--- src/rtl/memory_arbiter_pkg.sv ---
// Shared types for the memory port B arbiter: FSM states, one-cycle strobes
// and the register reset values.
package memory_arbiter_pkg;

  localparam int STARVE_CNT_WIDTH = 4;

  typedef enum logic [2:0] {
    IDLE   = 3'd0,
    CPU_WR = 3'd1,
    CPU_RA = 3'd2,
    CPU_RD = 3'd3,
    DEV_WR = 3'd4,
    DEV_RA = 3'd5,
    DEV_RD = 3'd6
  } state_t;

  // Every flag here is high for exactly one cycle per access.
  typedef struct packed {
    logic write_enable;
    logic row_write;
    logic cpu_ack;
    logic dev_ack;
  } strobes_t;

  localparam state_t   STATE_DEFAULT   = IDLE;
  localparam strobes_t STROBES_DEFAULT = '0;

endpackage

--- src/rtl/memory_arbiter_fairness.sv ---
// Starvation counter and winner select for the port B arbiter; the device wins
// once the CPU has taken STARVE_LIMIT grants while the device was waiting.
module memory_arbiter_fairness
  import memory_arbiter_pkg::*;
#(
  parameter int STARVE_LIMIT = 4
) (
  input  logic clock,
  input  logic reset_n,
  input  logic cpu_req,
  input  logic dev_req,
  input  logic grant_event,
  output logic dev_wins
);

  localparam logic [STARVE_CNT_WIDTH-1:0] LIMIT = STARVE_CNT_WIDTH'(STARVE_LIMIT);

  logic [STARVE_CNT_WIDTH-1:0] starve_cnt;

  assign dev_wins = dev_req && (!cpu_req || starve_cnt == LIMIT);

  always_ff @(posedge clock or negedge reset_n) begin
    if (!reset_n) begin
      starve_cnt <= '0;
    end else if (grant_event) begin
      if (dev_wins)
        starve_cnt <= '0;
      else if (dev_req && starve_cnt < LIMIT)
        starve_cnt <= starve_cnt + 1'b1;
    end
  end

endmodule

--- src/rtl/memory_port_b_arbiter.sv ---
// Shares memory port B between CPU word accesses and device row transfers,
// with registered memory controls and one-shot acknowledges.
module memory_port_b_arbiter
  import memory_arbiter_pkg::*;
#(
  parameter int ADDR_WIDTH   = 16,
  parameter int DATA_WIDTH   = 16,
  parameter int ROW_WIDTH    = 256,
  parameter int STARVE_LIMIT = 4
) (
  input  logic                  clock,
  input  logic                  reset_n,
  input  logic                  cpu_req,
  input  logic                  cpu_write,
  input  logic [ADDR_WIDTH-1:0] cpu_addr,
  input  logic [DATA_WIDTH-1:0] cpu_data_in,
  output logic                  cpu_ack,
  output logic [DATA_WIDTH-1:0] cpu_data_out,
  input  logic                  dev_req,
  input  logic                  dev_write,
  input  logic [ADDR_WIDTH-1:0] dev_addr,
  input  logic [ROW_WIDTH-1:0]  dev_row_in,
  output logic                  dev_ack,
  output logic [ROW_WIDTH-1:0]  dev_row_out,
  output logic                  mem_write_enable,
  output logic                  mem_row_write,
  output logic [ADDR_WIDTH-1:0] mem_portB_address,
  output logic [DATA_WIDTH-1:0] mem_data_in,
  output logic [ROW_WIDTH-1:0]  mem_row_data,
  input  logic [DATA_WIDTH-1:0] mem_portB_out,
  input  logic [ROW_WIDTH-1:0]  mem_row_data_out,
  output logic                  busy
);

  state_t   state;
  strobes_t strobes;
  logic     grant_event;
  logic     dev_wins;

  assign grant_event = (state == IDLE) && (cpu_req || dev_req);
  assign busy        = (state != IDLE);

  assign mem_write_enable = strobes.write_enable;
  assign mem_row_write    = strobes.row_write;
  assign cpu_ack          = strobes.cpu_ack;
  assign dev_ack          = strobes.dev_ack;

  memory_arbiter_fairness #(
    .STARVE_LIMIT(STARVE_LIMIT)
  ) u_fairness (
    .clock      (clock),
    .reset_n    (reset_n),
    .cpu_req    (cpu_req),
    .dev_req    (dev_req),
    .grant_event(grant_event),
    .dev_wins   (dev_wins)
  );

  always_ff @(posedge clock or negedge reset_n) begin
    if (!reset_n) begin
      state             <= STATE_DEFAULT;
      strobes           <= STROBES_DEFAULT;
      mem_portB_address <= '0;
      mem_data_in       <= '0;
      mem_row_data      <= '0;
      cpu_data_out      <= '0;
      dev_row_out       <= '0;
    end else begin
      strobes <= STROBES_DEFAULT;
      case (state)
        IDLE: begin
          if (dev_wins) begin
            mem_portB_address <= dev_addr;
            if (dev_write) begin
              mem_row_data      <= dev_row_in;
              strobes.row_write <= 1'b1;
              strobes.dev_ack   <= 1'b1;
              state             <= DEV_WR;
            end else begin
              state <= DEV_RA;
            end
          end else if (cpu_req) begin
            mem_portB_address <= cpu_addr;
            if (cpu_write) begin
              mem_data_in          <= cpu_data_in;
              strobes.write_enable <= 1'b1;
              strobes.cpu_ack      <= 1'b1;
              state                <= CPU_WR;
            end else begin
              state <= CPU_RA;
            end
          end
        end
        // Read data becomes valid one cycle after the address, so capture here.
        CPU_RA: begin
          cpu_data_out    <= mem_portB_out;
          strobes.cpu_ack <= 1'b1;
          state           <= CPU_RD;
        end
        DEV_RA: begin
          dev_row_out     <= mem_row_data_out;
          strobes.dev_ack <= 1'b1;
          state           <= DEV_RD;
        end
        CPU_WR, CPU_RD, DEV_WR, DEV_RD: state <= IDLE;
        default: state <= IDLE;
      endcase
    end
  end

endmodule

--- config.mk ---
export PLATFORM = sky130hd
export DESIGN_NAME = memory_port_b_arbiter
export DESIGN_NICKNAME = d
export VERILOG_FILES = /design/src/rtl/memory_arbiter_pkg.sv /design/src/rtl/memory_arbiter_fairness.sv /design/src/rtl/memory_port_b_arbiter.sv
export SDC_FILE = /design/constraint.sdc
export NUM_CORES = 1
export LEC_CHECK = 0
export BUFFER_PORTS_ARGS = -buffer_cell sky130_fd_sc_hd__clkbuf_2
export CELL_PAD_IN_SITES_DETAIL_PLACEMENT = 0
export CELL_PAD_IN_SITES_GLOBAL_PLACEMENT = 1
export CORE_AREA = 2 2 450 452
export CTS_BUF_LIST = sky130_fd_sc_hd__clkbuf_16
export CTS_CLUSTER_DIAMETER = 200
export DETAILED_ROUTE_END_ITERATION = 7
export DIE_AREA = 0 0 452 454
export GPL_TIMING_DRIVEN = 0
export PLACE_DENSITY_LB_ADDON = 0.1
export REMOVE_ABC_BUFFERS = 1
export SYNTH_ARGS = -nofsm -noshare
export SYNTH_HDL_FRONTEND = slang
export SYNTH_SLANG_ARGS = --single-unit
--- constraint.sdc ---
create_clock -name clock -period 2.96 [get_ports clock]
set_clock_uncertainty 0.05 [all_clocks]
set_input_delay 0.592 -clock clock [delete_from_list [all_inputs] [get_ports clock]]
set_output_delay 0.592 -clock clock [all_outputs]
set_load 0.02 [all_outputs]
### Yosys cells after proc, flatten, opt, wreduce, memory -nomap -nowiden

Index checks and enable logic that the tools add are counted.
Widths: inputs -> output; s select.

| word-level totals | value |
|---|---|
| flip-flop bits (word level) | 571 |
| output and inout port bits | 565 |
| logic and storage cells | 49 |

| cells by class | value |
|---|---|
| add/sub/neg operators | 1 |
| $lt $le $gt $ge | 1 |
| equality and inequality tests | 4 |
| mux-type cells | 17 |
| bitwise operators | 1 |
| reduce and logical (&&, ||, !) cells | 14 |

Operators with widths:

| kind | number |
|---|---|
| $mux 16 | 2 |
| $pmux 3 s3 | 1 |
| $mux 4 | 2 |
| $mux 1 | 6 |
| $mux 3 | 2 |
| $add 4x1->4 const B | 1 |
| $eq 4x3->1 const B | 1 |
| $lt 4x3->1 const B | 1 |
| $mux 2 | 2 |
| $pmux 1 s2 | 2 |
| $reduce_and 2->1 | 2 |
| $reduce_and 4->1 | 1 |
| $reduce_bool 2->1 | 2 |
| $eq 3x2->1 const B | 1 |
| $eq 3x3->1 const B | 1 |
| $logic_and 1x1->1 | 3 |
| $logic_not 3->1 | 1 |
| $ne 3x3->1 const B | 1 |
| $reduce_and 3->1 | 1 |
| $reduce_bool 3->1 | 1 |
| $logic_or 1x1->1 | 2 |
| $logic_not 1->1 | 1 |
| $not 1->1 | 1 |

### Logic depth before layout (Yosys ltp)

Gate-level depths: netlist of the first run.

| depth | value |
|---|---|
| word-level depth | 5 |
| depth in mapped cells | 9 |
| gate-level depth less buffers | 6 |

### Modules after synthesis

Synthesis of the first run repeated with hierarchy kept, for this count alone.

| second synthesis, totals | value |
|---|---|
| cells, all modules | 1,254 |
| area, all modules | 23,481.3 µm² |

Modules (own cells, without submodules):

| module | instances | cells an instance | area an instance (µm²) |
|---|---|---|---|
| memory_port_b_arbiter | 1 | 1,230 | 23,237.3 |
| memory_arbiter_fairness | 1 | 24 | 244.0 |

### Least setup slack after synthesis of the first run

Ideal clock, no wire load.

| timing path | value |
|---|---|
| path kind | input port to flip-flop |
| start point | input dev_req |
| end point | register mem_row_data[227] |
| setup time | 0.125 ns |
| arrival | 1.948 ns |
| data required time | 2.785 ns |
| slack | 0.837 ns |
| stages | 7 |
| path buffers | 4 |
| path through | clkbuf_1 o21a_1 and3_1 buf_2 buf_6 buf_2 mux2_2 |

| between the ends | value |
|---|---|
| word-level cells in the longest chain between the ends | 2 |

RTL lines:

| what | RTL line | RTL |
|---|---|---|
| from (decl) | memory_port_b_arbiter.sv:19 | `input logic dev_req,` |
| $logic_and 1x1->1 | memory_arbiter_fairness.sv:20 | `assign dev_wins = dev_req && (!cpu_req \|\| starve_cnt == LIMIT);` |
| $reduce_and 3->1 (no source line) | - |  |
| to (signal assigned) | memory_port_b_arbiter.sv:75 | `mem_row_data <= dev_row_in;` |
| to (decl) | memory_port_b_arbiter.sv:29 | `output logic [ROW_WIDTH-1:0] mem_row_data,` |

Every way passes these cells.
A chain may end at the register's enable or synchronous reset.

### Final worst setup path of the first run

| timing path | value |
|---|---|
| start point | register u_fairness.starve_cnt[0] |
| end point | register mem_row_data[97] |

| between the ends | value |
|---|---|
| word-level cells in the longest chain between the ends | 4 |

RTL lines:

| what | RTL line | RTL |
|---|---|---|
| from (decl) | memory_arbiter_fairness.sv:18 | `logic [STARVE_CNT_WIDTH-1:0] starve_cnt;` |
| from (signal assigned) | memory_arbiter_fairness.sv:29 | `starve_cnt <= starve_cnt + 1'b1;` |
| $eq 4x3->1 | memory_arbiter_fairness.sv:20 |  |
| $logic_or 1x1->1 | memory_arbiter_fairness.sv:20 |  |
| $logic_and 1x1->1 | memory_arbiter_fairness.sv:20 |  |
| $reduce_and 3->1 (no source line) | - |  |

Every way passes these cells.

==> results of run 1 <==
==> layer usage <==
| layer | global-route usage (%) | wire length, um |
|---|---|---|
| met5 | 0 | 21 |
| met4 | 3.78 | 3580 |
| met3 | 3.80 | 8370 |
| met2 | 18.0 | 55100 |
| met1 | 9.99 | 36900 |
==> synth_stat cells <==
cell type	n	area share (%)
inv_2	1	0.018
or3_4	1	0.053
ha_1	2	0.12
buf_2	49	1.1
mux2i_1	1	0.047
mux2_1	200	11
buf_12	1	0.094
mux2_2	337	18
inv_1	4	0.070
and2_1	1	0.029
nand3_1	3	0.070
nand3b_1	1	0.035
nand2b_1	1	0.029
a21oi_1	36	0.84
nor2_1	23	0.40
dfrtp_1	571	67
o21ai_0	3	0.070
mux2_4	8	0.56
o21ai_1	1	0.023
a41oi_1	1	0.041
nand2_1	20	0.35
nor2b_1	1	0.029
clkbuf_1	14	0.25
nor3_4	1	0.076
o21a_1	1	0.035
and3b_1	1	0.041
o31a_1	1	0.041
nand4_1	1	0.029
and3_1	1	0.029
buf_6	4	0.21
==> stage by stage <==
step                cells  setup WS, ns  hold slack (ns)  setup TNS, ns
floorplan            1222         -5.53            0.246       -2771.37
global placement     5040        -14.01            0.417              -
detailed placement   5069         -1.48            0.424        -192.64
CTS                  5736        0.0936         0.000204              0
global route         5750       0.00777           0.0131              0
finish               5750         0.197            0.106              0
==> final timing paths <==
check                                    startpoint                 to  cells past startpoint
min reg2reg                        mem_row_data[38]   mem_row_data[38]                      1
max reg2reg                u_fairness.starve_cnt[0]   mem_row_data[97]                     11
max in group asynchronous                   reset_n   dev_row_out[127]                      5
min in group asynchronous                   reset_n  mem_row_data[250]                      2
max                        u_fairness.starve_cnt[0]   mem_row_data[97]                     11
min                                 dev_row_in[163]  mem_row_data[163]                      2
==> worst max-delay path: stages, from the launching register on <==
cell,delay (ns)
dfrtp_1,0.42
inv_1,0.07
ha_1,0.17
and3b_2,0.27
o21a_4,0.15
and3_4,0.20
buf_16,0.21
buf_16,0.15
buf_16,0.15
buf_16,0.18
buf_16,0.21
mux2_1,0.34
==> area by class of cell <==
class | instances | area (um^2) | share of cell area, %
antenna | 14 | 35.0 | 0.0903
clock buffer | 84 | 2100 | 5.42
clock inverter | 63 | 551 | 1.42
inverter | 5 | 18.8 | 0.0484
multi-input combinational | 647 | 6710 | 17.3
sequential | 571 | 14300 | 36.8
tap | 2672 | 3340 | 8.62
timing repair buffer | 1694 | 11700 | 30.3
==> flip-flops by register name, summed over array words and instances (netlist names) <==
signal	count
cpu_ack	1
mem_row_write	1
u_fairness.starve_cnt	4
dev_row_out	256
mem_portB_address	16
state	3
mem_data_in	16
mem_row_data	256
cpu_data_out	16
mem_write_enable	1
dev_ack	1
==> repair_timing <==
action,in CTS,in global routing
gates resized for setup,4,0
hold endpoints to repair,538,0
hold buffers,507,0
setup endpoints to repair,253,0
setup buffers,4,0
==> cells by family after synthesis <==
logic type	Yosys count	synth area share, %
adder cells (fa/ha/maj)	2	0.117
flip-flops	571	66.9
AND/OR/NAND/NOR	55	1.18
AO/OA/AOI/OAI	43	1.05
multiplexers	546	28.9
buffers and inverters	73	1.79
==> power groups by stage <==
stage          clock (uW)  sequential (uW)  combinational [uW]
3_5_place_dp            0            14200               16500
5_1_grt             10700            14600               17900
4_1_cts             10500            14100               17300
6_report             9910            14000               16700
3_3_place_gp            0            14200               17100
2_1_floorplan           0            18600                4570
==> results_dict.tcl, run 1 <==
set metrics [dict create \
    status "finished clean" \
    dp_hpwl_mm 81.1 \
    grt_max_degree 101 \
    cp.arrival_ns 3.26 \
    sequentialPowerShare_pct 34.5 \
    pwr-share-clk_pct 24.4 \
    ir_worst_vdd_mv 0.460 \
    vias_per_cell 3.03 \
    start_util_pct 10.6 \
    crit_required_ns 3.46 \
    rsz0062_at_grt "no" \
    drc_errors 0 \
    cts_max_path_buffers 3 \
    cts.htree.levels 3 \
    yosys_warnings 0 \
    grt_pass1_wl_mm 145 \
    worstHoldPathType "input port to flop" \
    areaGrowthSynthToFinish_pct 81.7 \
    startpoint_type "flop" \
    period_share_pct 93.4 \
    crit_path_end_kind "flop" \
    core-area_um2 201000 \
    wire_per_inst_um 18.1 \
    drt_wl_total_mm 104 \
    drive_above_1_share_pct 54.0 \
    track_usage_pct 9.82 \
    synth_seq_area_share_pct 66.9 \
    design_area_um2 38800 \
    cap_viol_max_count 0 \
    clk_pin_slew_ns 0.05 \
    max_freq_mhz 362 \
    syn_avg_cell_area_um2 16.5 \
    grt_antenna_before_repair 19 \
    grt_pass1_vias 19400 \
    chipWidth_um 452 \
    post-route-util_pct 19.3 \
    slew_headroom_pct 14.2 \
    clkLatencyLatePin_ns 0.67 \
    pin_count 1147 \
    total_power_uw 40700 \
    finalSetupViolations 0 \
    cts_sinks 571 \
    routabilityCongestion 0.763 \
    r2r_slack_ns 0.20 \
    synth.ff_latch_count 571 \
    rows 165 \
    vias 17400 \
    layout_commonest_cell "clkbuf_2" \
    nets 3586 \
    dieHeight_um 454 \
    slew_violations 0 \
    p_sw_share_pct 40.4 \
    path_max_fanout 28 \
    syn_area_um2 21300 \
    grt-ovfl-total 0 \
    hold_violations 0 \
    final_cell_mix "1,145 x clkbuf_2, 571 x dfrtp_1, 507 x dlygate4sd3_1, 337 x mux2_2, 200 x mux2_1" \
    p_per_area_nw_per_um2 1050 \
    port_buffers 1146 \
    switchingPower_uw 16500 \
    ant_nets 0 \
    synth_cells 1290 \
    fill_cells 22100 \
    cellLeakagePower_uw 0.0181 \
    p_int_uw 24200 \
    period_minus_slack_ns 2.76 \
    cts_root_buf "clkbuf_16" \
    placed_area_um2 30700 \
    drtIter0Drc 480 \
    cts_tree "done" \
    die-area_um2 205000 \
    drtPass1Iterations 4 \
    ys_types 30 \
    cts_buffers 83 \
    crit_type "flop to flop" \
    worst_pin_slew_ns 1.28 \
    pwr-share-comb_pct 41.2 \
]
(Power assumes the default switching activity.)
==> run 2: changes to the inputs <==
- ABC_AREA: unset -> 1
- ABC_CLOCK_PERIOD_IN_PS: unset -> 2960
- CORE_AREA: 2 2 450 452 -> 2 2 451 453
- DIE_AREA: 0 0 452 454 -> 0 0 453 455
==> results_dict.tcl, run 2 <==
set metrics [dict create \
    ys_types 21 \
    period_share_pct 89.6 \
    synth.ff_latch_count 571 \
    max_freq_mhz 377 \
    wl_met1_mm 45.0 \
    dpl.cell_count 5613 \
    period_minus_slack_ns 2.65 \
    maxUsedRoutingLayer "met5" \
    p_per_area_nw_per_um2 1040 \
    cts_buffers 85 \
    pwr-share-comb_pct 41.8 \
    final_cells 6294 \
    grt_pass1_wl_mm 159 \
    rsz0062_at_grt "no" \
    slew_headroom_pct 23.8 \
    switchingPower_uw 17000 \
    finalSetupViolations 0 \
    drc_errors 0 \
    vias_per_cell 3.09 \
    status "finished clean" \
    ir_worst_vdd_mv 0.422 \
    cp_slowest_cell "bufbuf_16" \
    synth_seq_area_share_pct 66.5 \
    cts_tree "done" \
    p_int_uw 23000 \
    crit_path_end_kind "flop" \
    layout_commonest_cell "clkbuf_2" \
    yosys.area.top_type_share_pct 66.5 \
    crit_type "flop to flop" \
    async_flop_share_pct 100 \
    crit_required_ns 3.50 \
    areaGrowthSynthToFinish_pct 79.3 \
    p_sw_share_pct 42.5 \
    track_usage_pct 10.8 \
    hold_violations 0 \
    crit_path_frequent_cell "nand2_1" \
    grt-ovfl-total 0 \
    cap_viol_max_count 0 \
    synth.area.top_cells "dfrtp_1 67%, nand2_1 15%, mux2_2 14%, buf_2 1.2%, buf_4 0.87%" \
    start_util_pct 10.7 \
    clkLatencyLatePin_ns 0.70 \
    slowest_delay_ns 0.38 \
    rows 165 \
    clk_pin_slew_ns 0.06 \
    chipWidth_um 453 \
    drive_above_1_share_pct 43.3 \
    die-area_um2 206000 \
    dp_hpwl_mm 86.2 \
    synth_cells 1869 \
    grt_antenna_before_repair 22 \
    yosysMostFrequentCell "nand2_1" \
    whs_ns 0.105 \
    worst_pin_slew_ns 1.14 \
    yosys-top-cells-count "846 x nand2_1, 571 x dfrtp_1, 272 x mux2_2" \
    cp.arrival_ns 3.19 \
    path_max_fanout 31 \
    grt_max_degree 85 \
    ant_nets 0 \
    cellLeakagePower_uw 0.0193 \
    drtPass1Iterations 6 \
    reg_top3 "dev_row_out x256, mem_row_data x256" \
    fin_setup_tns_ns 0 \
    routabilityCongestion 0.728 \
    synth_edf_count 0 \
    dr_wl_met2_mm 59.5 \
    syn_area_um2 21500 \
    grt_pass1_vias 20700 \
    syn_avg_cell_area_um2 11.5 \
    nets 4130 \
    dieHeight_um 455 \
    synth.largest_area_cell "dfrtp_1" \
    vias 19500 \
    yosys_warnings 0 \
    port_buffers 1146 \
    worstHoldPathType "input port to flop" \
    sequentialPowerShare_pct 34.3 \
    core-area_um2 201000 \
    cts.htree.levels 3 \
    drt_wl_total_mm 118 \
    startpoint_type "flop" \
    cts_root_buf "clkbuf_16" \
    synthFlopType "dfrtp_1" \
    final_cell_mix "1,145 x clkbuf_2, 845 x nand2_1, 571 x dfrtp_1, 508 x dlygate4sd3_1, 272 x mux2_2" \
    pwr-share-clk_pct 24.0 \
    cts_max_path_buffers 3 \
    pin_count 1147 \
    crit_chain "inv_1 > ha_1 > nand2_1 > inv_1 > nand2_1 > nand2_4 > nand3_4 > buf_16 > buf_16 > clkinv_16 > bufbuf_16 > nand2_1 > nand2_1" \
    met3WireLength_mm 9.70 \
    fill_cells 22600 \
    wire_per_inst_um 18.8 \
    cts_sinks 571 \
    slew_violations 0 \
    drtIter0Drc 724 \
]
-- run 2: worst paths after layout --
path	start	endpoint	slack [ns]	cells past startpoint
min in group asynchronous	reset_n	dev_row_out[244]	0.43	2
min	dev_row_in[166]	mem_row_data[166]	0.11	3
max	u_fairness.starve_cnt[0]	mem_row_data[8]	0.31	13
min reg2reg	mem_row_data[36]	mem_row_data[36]	0.42	2
max in group asynchronous	reset_n	mem_row_data[98]	0.74	5
max reg2reg	u_fairness.starve_cnt[0]	mem_row_data[8]	0.31	13
-- run 2: worst max-delay path, delay by kind of cell (launching register included) --
family	cells	cell delay [ns]
buffers and inverters	6	1.14
and+or+nand+nor	6	0.70
DFF	1	0.37
adders and majority gates	1	0.19
-- run 2: cells by family (layout without fill, tap and decap cells) --
kind of cell    Yosys count  count (layout)  synth area share (%)
compound gates           40              40                 0.950
fa+ha+maj                 2               2                 0.117
mux                     272             272                  14.3
buf+inv                 108            1847                  2.63
simple gates            875             875                  15.5
flops                   571             571                  66.5
other cells               0              14                     0
xor+xnor                  1               1                0.0408
-- run 2: layer usage --
metal	GRT usage (%)	vias to the layer above
li1	-	9345
met1	11.8	9220
met2	19.0	733
met3	4.01	151
met4	4.08	8
met5	0	-
-- run 2: power groups by stage --
stage	Clock, uW	Combinational [uW]	Sequential (uW)
after global routing	10500	18100	14200
after CTS	10300	17100	13700
final	9580	16700	13700
after global placement	0	16800	13900
after floorplan	0	4590	18200
after detailed placement	0	16400	13800
-- run 2: per-stage QoR --
step                      instance area, um^2  total power (uW)  setup WS (ns)  utilization (%)
after CTS                               38300             41100         0.0380             19.0
after global placement                  30000             30700         -16.24             14.9
after detailed placement                30600             30300          -1.05             15.2
final                                   38500             40000          0.308             19.1
after global routing                    38500             42800         0.0177             19.1
after floorplan                         21000             22800          -5.61                -
-- run 2: final cells by class --
type                    instances  area (um^2)  area share (%)
diodes                         14         35.0          0.0910
clock buffers                  87         2180            5.65
clock inverters                62          357           0.926
inverters                      15         83.8           0.218
multi-input cells            1190         6650            17.3
flip-flops and latches        571        14300            37.1
well taps                    2672         3340            8.68
repair buffers               1682        11600            30.0
repair inverters                1         11.3          0.0292
-- run 2: what timing repair did --
| action | in CTS | in global routing |
|---|---|---|
| pin swaps | 0 | 1 |
| gates cloned | 3 | 6 |
| hold buffers | 508 | 0 |
| gates resized for setup | 5 | 3 |
| endpoints found under the hold margin | 566 | 0 |
| setup buffers | 0 | 1 |
| endpoints found under the setup margin | 274 | 171 |
==> run 3: changes to the inputs <==
- REMOVE_ABC_BUFFERS: 1 -> unset
==> results_dict.tcl, run 3 (synthesis results as in run 2) <==
set metrics [dict create \
    post-route-util_pct 19.1 \
    start_util_pct 10.7 \
    track_usage_pct 11.6 \
    grt_pass1_wl_mm 169 \
    crit_required_ns 3.71 \
    ir_worst_vdd_mv 0.392 \
    drt_wl_total_mm 124 \
    fill_cells 22600 \
    hold_violations 0 \
    port_buffers 1146 \
    crit_type "input port to async pin" \
    cts_sinks 571 \
    nets 4213 \
    grt-ovfl-total 0 \
    min-delay-start "dev_row_in[157]" \
    cellLeakagePower_uw 0.0193 \
    fin_setup_tns_ns 0 \
    die-area_um2 206000 \
    reg_top3 "dev_row_out x256, mem_row_data x256" \
    slew_violations 0 \
    finalSetupViolations 0 \
    clkLatencyLatePin_ns 0.70 \
    design_area_um2 38500 \
    crit_path_start "reset_n" \
    vias_per_cell 3.13 \
    ant_nets 0 \
    rows 165 \
    cap_viol_max_count 0 \
    core-area_um2 201000 \
    status "finished clean" \
    worstHoldPathType "input port to flop" \
    cts_max_path_buffers 3 \
    dieHeight_um 455 \
    rsz0062_at_grt "no" \
    startpoint_type "input port" \
    regArea_um2 14300 \
    grt_antenna_before_repair 14 \
    wire_per_inst_um 19.4 \
    chipWidth_um 453 \
    crit_path_end_kind "async pin" \
    drc_errors 0 \
    worst_pin_slew_ns 0.818 \
    cts_buffers 85 \
    pin_count 1147 \
    grt_max_degree 90 \
    period_share_pct 87.3 \
    cts_setup_buffers 0 \
    cts.htree.levels 3 \
    max_freq_mhz 387 \
    multiInputGateArea_um2 6620 \
    clk_pin_slew_ns 0.05 \
    p_per_area_nw_per_um2 1040 \
    slew_headroom_pct 45.3 \
    layout_commonest_cell "clkbuf_2" \
    final_cell_mix "1,147 x clkbuf_2, 846 x nand2_1, 571 x dfrtp_1, 520 x dlygate4sd3_1, 272 x mux2_2" \
    path_max_fanout 82 \
    whs_ns 0.0919 \
    placed_area_um2 30800 \
    syn_nets 2453 \
    cts_tree "done" \
    cp.arrival_ns 3.34 \
    final_cells 6374 \
    drtPass1Iterations 6 \
    drive_above_1_share_pct 43.8 \
    vias 19900 \
    routabilityCongestion 0.735 \
    r2r-start "u_fairness.starve_cnt[0]" \
    dp_hpwl_mm 97.5 \
    drtIter0Drc 730 \
    period_minus_slack_ns 2.58 \
    areaGrowthSynthToFinish_pct 79.2 \
    dpl.cell_count 5694 \
    cts_root_buf "clkbuf_16" \
    grt_pass1_vias 21400 \
]
run 3: where the power goes:
part / switching (uW) / leakage (uW) / internal (uW) / total, uW
clock network: 4230 / 0.00130 / 5270 / 9500
logic: 10800 / 0.0111 / 5910 / 16700
registers: 2080 / 0.00691 / 11600 / 13700
total: 17100 / 0.0193 / 22800 / 39900
run 3: final cells by class:
class	count	share of cell area [%]
Sequential cell	571	37.1
Timing Repair Buffer	1673	29.0
Multi-Input combinational cell	1190	17.2
Tap cell	2672	8.69
Clock buffer	85	5.53
Buffer	93	1.34
Clock inverter	63	0.927
Inverter	15	0.146
Antenna cell	12	0.0780
run 3: critical path: stages:
cell and delay [ns]:
dlygate4sd3_1 0.54, clkbuf_8 0.46, buf_16 0.36, buf_16 0.31, buf_16 0.37, buf_16 0.37
run 3: timing repair:
item / 4_1_cts / 5_1_grt
gates resized for setup: 3 / 0
endpoints found under the hold margin: 576 / 0
setup endpoints to repair: 110 / 0
hold buffers: 520 / 0
run 3: metrics by stage:
| stage | power (uW) | worst slack [ns] |
|---|---|---|
| 2_1_floorplan | 22500 | 1.25 |
| 3_3_place_gp | 30600 | -16.35 |
| 3_5_place_dp | 30500 | -0.395 |
| 4_1_cts | 41200 | 0.102 |
| 5_1_grt | 42700 | 0.0513 |
| 6_report | 39900 | 0.377 |
run 3: routing by layer:
layer / routed length [um] / track usage [%] / vias to the layer above
met5: 0 / 0 / -
met4: 3820 / 4.22 / 0
met3: 9700 / 3.87 / 154
met2: 65300 / 21.5 / 726
met1: 44900 / 12.1 / 9528
li1: - / - / 9512
run 3: worst paths after layout:
kind	to	slack (ns)	depth (start not counted)
max	mem_row_data[104]	0.38	6
min	mem_row_data[157]	0.09	3
max reg2reg	mem_row_data[220]	0.38	12
min reg2reg	mem_row_data[204]	0.42	2
max in group clock	mem_row_data[220]	0.38	12
min in group asynchronous	dev_row_out[0]	0.40	2
